## src/rtl/battleship_turn_ctrl.sv

```systemverilog
// battleship_turn_ctrl: game sequencer for the 5x5 battleship board.
// It runs player placement, then PC placement. It then alternates timed
// player shots with PC shots, and counts the ship cells left on each side
// to declare a win or a loss. Every output comes straight from a flop.
module battleship_turn_ctrl #(
    parameter int CYCLES_PER_SEC = 50_000_000,
    parameter int TURN_SECS      = 15
) (
    input  logic       clk,
    input  logic       rst,
    input  logic       start,
    input  logic [2:0] ship_q,
    input  logic       confirm,
    input  logic       place_done_p,
    input  logic       place_done_pc,
    input  logic       shot_done,
    input  logic       shot_hit,
    input  logic       pc_shot_done,
    input  logic       pc_shot_hit,
    output logic       place_en_p,
    output logic       place_en_pc,
    output logic       fire_p,
    output logic       auto_fire,
    output logic       fire_pc,
    output logic [4:0] secs_left,
    output logic [2:0] state,
    output logic       win,
    output logic       lose
);

    localparam int PW = (CYCLES_PER_SEC > 1) ? $clog2(CYCLES_PER_SEC) : 1;
    localparam logic [PW-1:0] PRESC_MAX = PW'(CYCLES_PER_SEC - 1);
    localparam logic [4:0]    TURN_LOAD = 5'(TURN_SECS);

    typedef enum logic [2:0] {
        S_IDLE     = 3'd0,
        S_PLACE_P  = 3'd1,
        S_PLACE_PC = 3'd2,
        S_P_TURN   = 3'd3,
        S_P_WAIT   = 3'd4,
        S_PC_TURN  = 3'd5,
        S_PC_WAIT  = 3'd6,
        S_END      = 3'd7
    } state_e;

    // Ship cells for n ships of sizes 1..n, i.e. n(n+1)/2, with n clamped to 1..5.
    function automatic logic [3:0] cells_for(input logic [2:0] n);
        logic [3:0] cells;
        case (n)
            3'd0, 3'd1: cells = 4'd1;
            3'd2:       cells = 4'd3;
            3'd3:       cells = 4'd6;
            3'd4:       cells = 4'd10;
            default:    cells = 4'd15;
        endcase
        return cells;
    endfunction

    state_e        state_q, state_d;
    logic [3:0]    pc_left_q, pc_left_d;
    logic [3:0]    p_left_q, p_left_d;
    logic [PW-1:0] presc_q, presc_d;
    logic [4:0]    secs_q, secs_d;
    logic          fire_p_q, fire_p_d;
    logic          auto_fire_q, auto_fire_d;
    logic          fire_pc_q, fire_pc_d;
    logic          place_en_p_q, place_en_p_d;
    logic          place_en_pc_q, place_en_pc_d;
    logic          win_q, win_d;
    logic          lose_q, lose_d;
    logic          tick_s;

    // A countdown tick happens when the prescaler wraps while the player turn runs.
    always_comb begin
        tick_s = 1'b0;
        if (state_q == S_P_TURN && presc_q == PRESC_MAX) begin
            tick_s = 1'b1;
        end else begin
            tick_s = 1'b0;
        end
    end

    // Compute the next state, the shot strobes, the ship counters and the result flags.
    always_comb begin
        state_d     = state_q;
        pc_left_d   = pc_left_q;
        p_left_d    = p_left_q;
        win_d       = win_q;
        lose_d      = lose_q;
        fire_p_d    = 1'b0;
        auto_fire_d = 1'b0;
        case (state_q)
            S_IDLE, S_END: begin
                if (start) begin
                    pc_left_d = cells_for(ship_q);
                    p_left_d  = cells_for(ship_q);
                    win_d     = 1'b0;
                    lose_d    = 1'b0;
                    state_d   = S_PLACE_P;
                end else begin
                    state_d = state_q;
                end
            end
            S_PLACE_P: begin
                if (place_done_p) begin
                    state_d = S_PLACE_PC;
                end else begin
                    state_d = S_PLACE_P;
                end
            end
            S_PLACE_PC: begin
                if (place_done_pc) begin
                    state_d = S_P_TURN;
                end else begin
                    state_d = S_PLACE_PC;
                end
            end
            S_P_TURN: begin
                // confirm wins over a simultaneous timeout, so auto_fire stays low.
                if (confirm) begin
                    fire_p_d = 1'b1;
                    state_d  = S_P_WAIT;
                end else if (tick_s && secs_q <= 5'd1) begin
                    fire_p_d    = 1'b1;
                    auto_fire_d = 1'b1;
                    state_d     = S_P_WAIT;
                end else begin
                    state_d = S_P_TURN;
                end
            end
            S_P_WAIT: begin
                if (shot_done) begin
                    if (shot_hit && pc_left_q != 4'd0) begin
                        pc_left_d = pc_left_q - 4'd1;
                        if (pc_left_q == 4'd1) begin
                            win_d   = 1'b1;
                            state_d = S_END;
                        end else begin
                            state_d = S_PC_TURN;
                        end
                    end else begin
                        state_d = S_PC_TURN;
                    end
                end else begin
                    state_d = S_P_WAIT;
                end
            end
            S_PC_TURN: begin
                state_d = S_PC_WAIT;
            end
            S_PC_WAIT: begin
                if (pc_shot_done) begin
                    if (pc_shot_hit && p_left_q != 4'd0) begin
                        p_left_d = p_left_q - 4'd1;
                        if (p_left_q == 4'd1) begin
                            lose_d  = 1'b1;
                            state_d = S_END;
                        end else begin
                            state_d = S_P_TURN;
                        end
                    end else begin
                        state_d = S_P_TURN;
                    end
                end else begin
                    state_d = S_PC_WAIT;
                end
            end
            default: begin
                state_d = S_IDLE;
            end
        endcase
    end

    // Turn timer: reload on entry to P_TURN, count down on ticks, and read 0 elsewhere.
    always_comb begin
        secs_d  = 5'd0;
        presc_d = '0;
        if (state_d == S_P_TURN) begin
            if (state_q != S_P_TURN) begin
                secs_d  = TURN_LOAD;
                presc_d = '0;
            end else if (tick_s) begin
                secs_d  = secs_q - 5'd1;
                presc_d = '0;
            end else begin
                secs_d  = secs_q;
                presc_d = presc_q + PW'(1);
            end
        end else begin
            secs_d  = 5'd0;
            presc_d = '0;
        end
    end

    // Decode the level outputs from the upcoming state so they line up with the state output.
    always_comb begin
        place_en_p_d  = (state_d == S_PLACE_P);
        place_en_pc_d = (state_d == S_PLACE_PC);
        fire_pc_d     = (state_d == S_PC_TURN);
    end

    // Register the state, the counters and every output. The async reset clears them all.
    always_ff @(posedge clk or posedge rst) begin
        if (rst) begin
            state_q       <= S_IDLE;
            pc_left_q     <= 4'd0;
            p_left_q      <= 4'd0;
            presc_q       <= '0;
            secs_q        <= 5'd0;
            fire_p_q      <= 1'b0;
            auto_fire_q   <= 1'b0;
            fire_pc_q     <= 1'b0;
            place_en_p_q  <= 1'b0;
            place_en_pc_q <= 1'b0;
            win_q         <= 1'b0;
            lose_q        <= 1'b0;
        end else begin
            state_q       <= state_d;
            pc_left_q     <= pc_left_d;
            p_left_q      <= p_left_d;
            presc_q       <= presc_d;
            secs_q        <= secs_d;
            fire_p_q      <= fire_p_d;
            auto_fire_q   <= auto_fire_d;
            fire_pc_q     <= fire_pc_d;
            place_en_p_q  <= place_en_p_d;
            place_en_pc_q <= place_en_pc_d;
            win_q         <= win_d;
            lose_q        <= lose_d;
        end
    end

    assign state       = state_q;
    assign secs_left   = secs_q;
    assign fire_p      = fire_p_q;
    assign auto_fire   = auto_fire_q;
    assign fire_pc     = fire_pc_q;
    assign place_en_p  = place_en_p_q;
    assign place_en_pc = place_en_pc_q;
    assign win         = win_q;
    assign lose        = lose_q;

endmodule

```

## config.mk

```make
export PLATFORM = sky130hd
export DESIGN_NAME = battleship_turn_ctrl
export DESIGN_NICKNAME = d
export VERILOG_FILES = /design/src/rtl/battleship_turn_ctrl.sv
export SDC_FILE = /design/constraint.sdc
export NUM_CORES = 1
export LEC_CHECK = 0
export ABC_AREA = 1
export CORE_UTILIZATION = 60
export DETAILED_ROUTE_END_ITERATION = 8
export HOLD_SLACK_MARGIN = 0.15
export PLACE_DENSITY = 0.89
export SETUP_SLACK_MARGIN = 0.02
export SLEW_MARGIN = 20
export SYNTH_ARGS = -nofsm -noshare
export SYNTH_HDL_FRONTEND = slang
export SYNTH_SLANG_ARGS = --single-unit
```

## constraint.sdc

```tcl
create_clock -name clk -period 2.7 [get_ports clk]
set_input_delay 0.54 -clock clk [delete_from_list [all_inputs] [get_ports clk]]
set_output_delay 0.54 -clock clk [all_outputs]
set_load 0.005 [all_outputs]
```

==> results.cfg <==
[status]
outcome = finished, final reports clean

[pwr]
combPwrFrac_pct = 45.1
seqPwrFrac_pct = 35.5
power_density_mw_per_mm2 = 758
p_sw_w = 0.00118
swShare_pct = 42.9
power_leakage_nw = 1.69
vdd_drop_max_mv = 0.578
power.internal_w = 0.00157
p_clk_share_pct = 19.4

[setup_path]
endpoint_kind = flop
crit_type = flop to flop
rr_worst_depth = 12
cp.required_ns = 2.88
rrSetupSlack_ns = 0.43
cp.arrival_ns = 2.45
worstReg2RegEnd = presc_q[5]
path_max_fanout = 31
r2r_start = presc_q[0]
cp-start-kind = flop

[synthesis]
async_reset_ff_share_pct = 100
synth_area_leaders = dfrtp_1 39%, nand2_1 13%, nor2_1 9.1%
syn_nets = 471
yosys_warnings = 0
ys_ff_latch = 49
syn_avg_cell_area_sq_um = 7.02
yosys-top-cells-count = 109 x nand2_1, 77 x nor2_1, 56 x inv_1
synth_top_area_share_pct = 38.7
synth_largest_area_cell = dfrtp_1
synthMostInstantiatedCell = nand2_1
netlist_instances = 451
yosysSeqAreaShare_pct = 38.7
synthFlopType = dfrtp_1
netlist_area_sq_mm = 0.00317
synth_edf_count = 0
yosys.cell_types.count = 36

[timing]
fin_worst_skew_ns = 0.00705
timing.hold.ws_ns = 0.496
slew_violations = 0
fmax_mhz = 441
setup_tns_ns = 0
fin_crit_sh_pct = 84.0
slew_headroom_pct = 60.6
rsz0062_at_grt = no
worstMarginPinSlew_ns = 0.591
period_needed_ns = 2.27
setup_viol = 0
hold_viol = 0

[clock_network]
numCtsBuffers = 5
clock_latency_ns = 0.31
clk_pin_slew_ns = 0.09
holdBufCountCts = 0
ctsResizeCount = 0
post_cts_buffers = 0
cts_tree = built
cts_sinks = 49
cts_max_path_buffers = 2
cts_root_buf = clkbuf_8
htreeDepth = 2

[floorplanning]
start_util_pct = 62.0
placementRows = 26
die_h_um = 74.7
core_sq_mm = 0.00511
die_w_um = 74.7
dieArea_sq_mm = 0.00557
io_pins = 28

[min_path]
min_from = p_left_q[3]
holdPathEnd = p_left_q[3]
hold_path.class = flop to flop
whs_path_depth = 2

[routing]
routed_via_density = 5.57
drt_iter0_drc = 227
vias = 3084
avgRoutedWirePerCell_um = 14.0
dr.pass1.iters = 4
postRouteAntennaNets = 0
drc = 0
routed_wl_mm = 7.73

[layout]
drive_above_1_share_pct = 9.09
area_growth_pct = 14.3
nets = 503
layout.cells.non_filler = 554
diodes = 0

[global_route]
grt-ovfl-total = 0
grt_pass1_wl_mm = 13.0
antenna_found_initial = 0
grt_pass1_vias = 3064
track_usage_pct = 30.5
grt_max_degree = 32

[job]
max_cap_viol_count = 0

[placement]
dp_hpwl_mm = 5.74
dp.cells = 546
numPortBuffers = 27
gp_congestion = 0.962
[how the worst max path moves through the flow]
stage	from	to	slack [ns]	cells after the start
finish	presc_q[0]	presc_q[5]	0.43	12
global placement	pc_shot_done	presc_q[14]	0.44	9
global route	presc_q[0]	presc_q[5]	0.15	12
CTS	presc_q[0]	presc_q[5]	0.44	12
floorplan	presc_q[0]	secs_left[1]	0.90	11
detailed placement	pc_shot_done	presc_q[5]	0.41	9
[power by group through the flow]
stage	combinational, W	clock (W)	sequential (W)
after floorplan	0.000954	0	0.000964
after CTS	0.00123	0.000543	0.000973
after global routing	0.00139	0.000568	0.000991
after global placement	0.00117	0	0.000983
final	0.00124	0.000532	0.000974
after detailed placement	0.00122	0	0.000984
[critical path: stages, from the launching register on]
cell and delay (ns):
dfrtp_1 0.41, ha_1 0.18, nand2_1 0.08, nor2_2 0.28, nand2_1 0.10, nor2_1 0.14, nand3_1 0.14, nand2_1 0.09
nand2_1 0.07, nand2_1 0.07, nand2_1 0.11, nand3_4 0.38, nor2_1 0.09
[cell usage in the layout, fill, tap and decap left out, drive strengths merged]
cell	instances
o21bai	1
clkinv	1
nand2	110
a31oi	1
bufinv	1
nor3	12
a31o	1
nand4	25
o21ai	19
nor3b	1
a22o	1
ha	7
inv	57
a21o	3
or2	12
clkdlybuf4s50	27
o31ai	1
o211ai	3
a21oi	4
o22ai	1
dfrtp	49
buf	5
nor2	89
clkbuf	6
o21a	1
xor2	4
nor4	1
nand3	40
a21boi	1
[per-stage QoR]
| stage | power [W] | setup WS [ns] | area [sq um] | util [%] |
|---|---|---|---|---|
| finish | 0.00274 | 0.432 | 3620 | 70.9 |
| global route | 0.00295 | 0.151 | 3620 | 70.9 |
| CTS | 0.00275 | 0.437 | 3620 | 70.9 |
| detailed placement | 0.00221 | 0.408 | 3510 | 68.7 |
| global placement | 0.00216 | 0.445 | 3510 | 68.7 |
| floorplan | 0.00192 | 0.902 | 3170 | - |
[cell families (layout without fill, tap and decap cells)]
| group | count (synthesis) | in the layout | share of synthesized area, % |
|---|---|---|---|
| simple gates | 290 | 290 | 41.6 |
| buf+inv | 64 | 97 | 8.45 |
| flops | 49 | 49 | 38.7 |
| fa+ha+maj | 7 | 7 | 2.77 |
| compound gates | 37 | 37 | 7.31 |
| xor+xnor | 4 | 4 | 1.11 |
[cell type report]
cell class                 count  area (sq um)
clock buffer                   6          72.6
clock inverter                 2          38.8
inverter                      57           214
timing repair buffer          32           308
multi-input combinational    338          1670
fill                         418          1490
tap                           70          87.6
sequential                    49          1230
[flip-flops by register name, summed over array words and instances, names as in the netlist]
register and cells:
state 3, fire_pc 1, presc_q 26, place_en_pc 1, secs_left 5, fire_p 1, win 1, auto_fire 1
place_en_p 1, pc_left_q 4, p_left_q 4, lose 1
[routing by layer]
metal | global-route usage, % | up-vias | share of wire [%]
li1 | - | 1516 | -
met1 | 35.8 | 1425 | 41
met2 | 53.0 | 116 | 51
met3 | 5.22 | 27 | 5.5
met4 | 16.8 | 0 | 2.8
met5 | 0 | - | 0
Note: power is estimated with default switching activity, not from simulation.
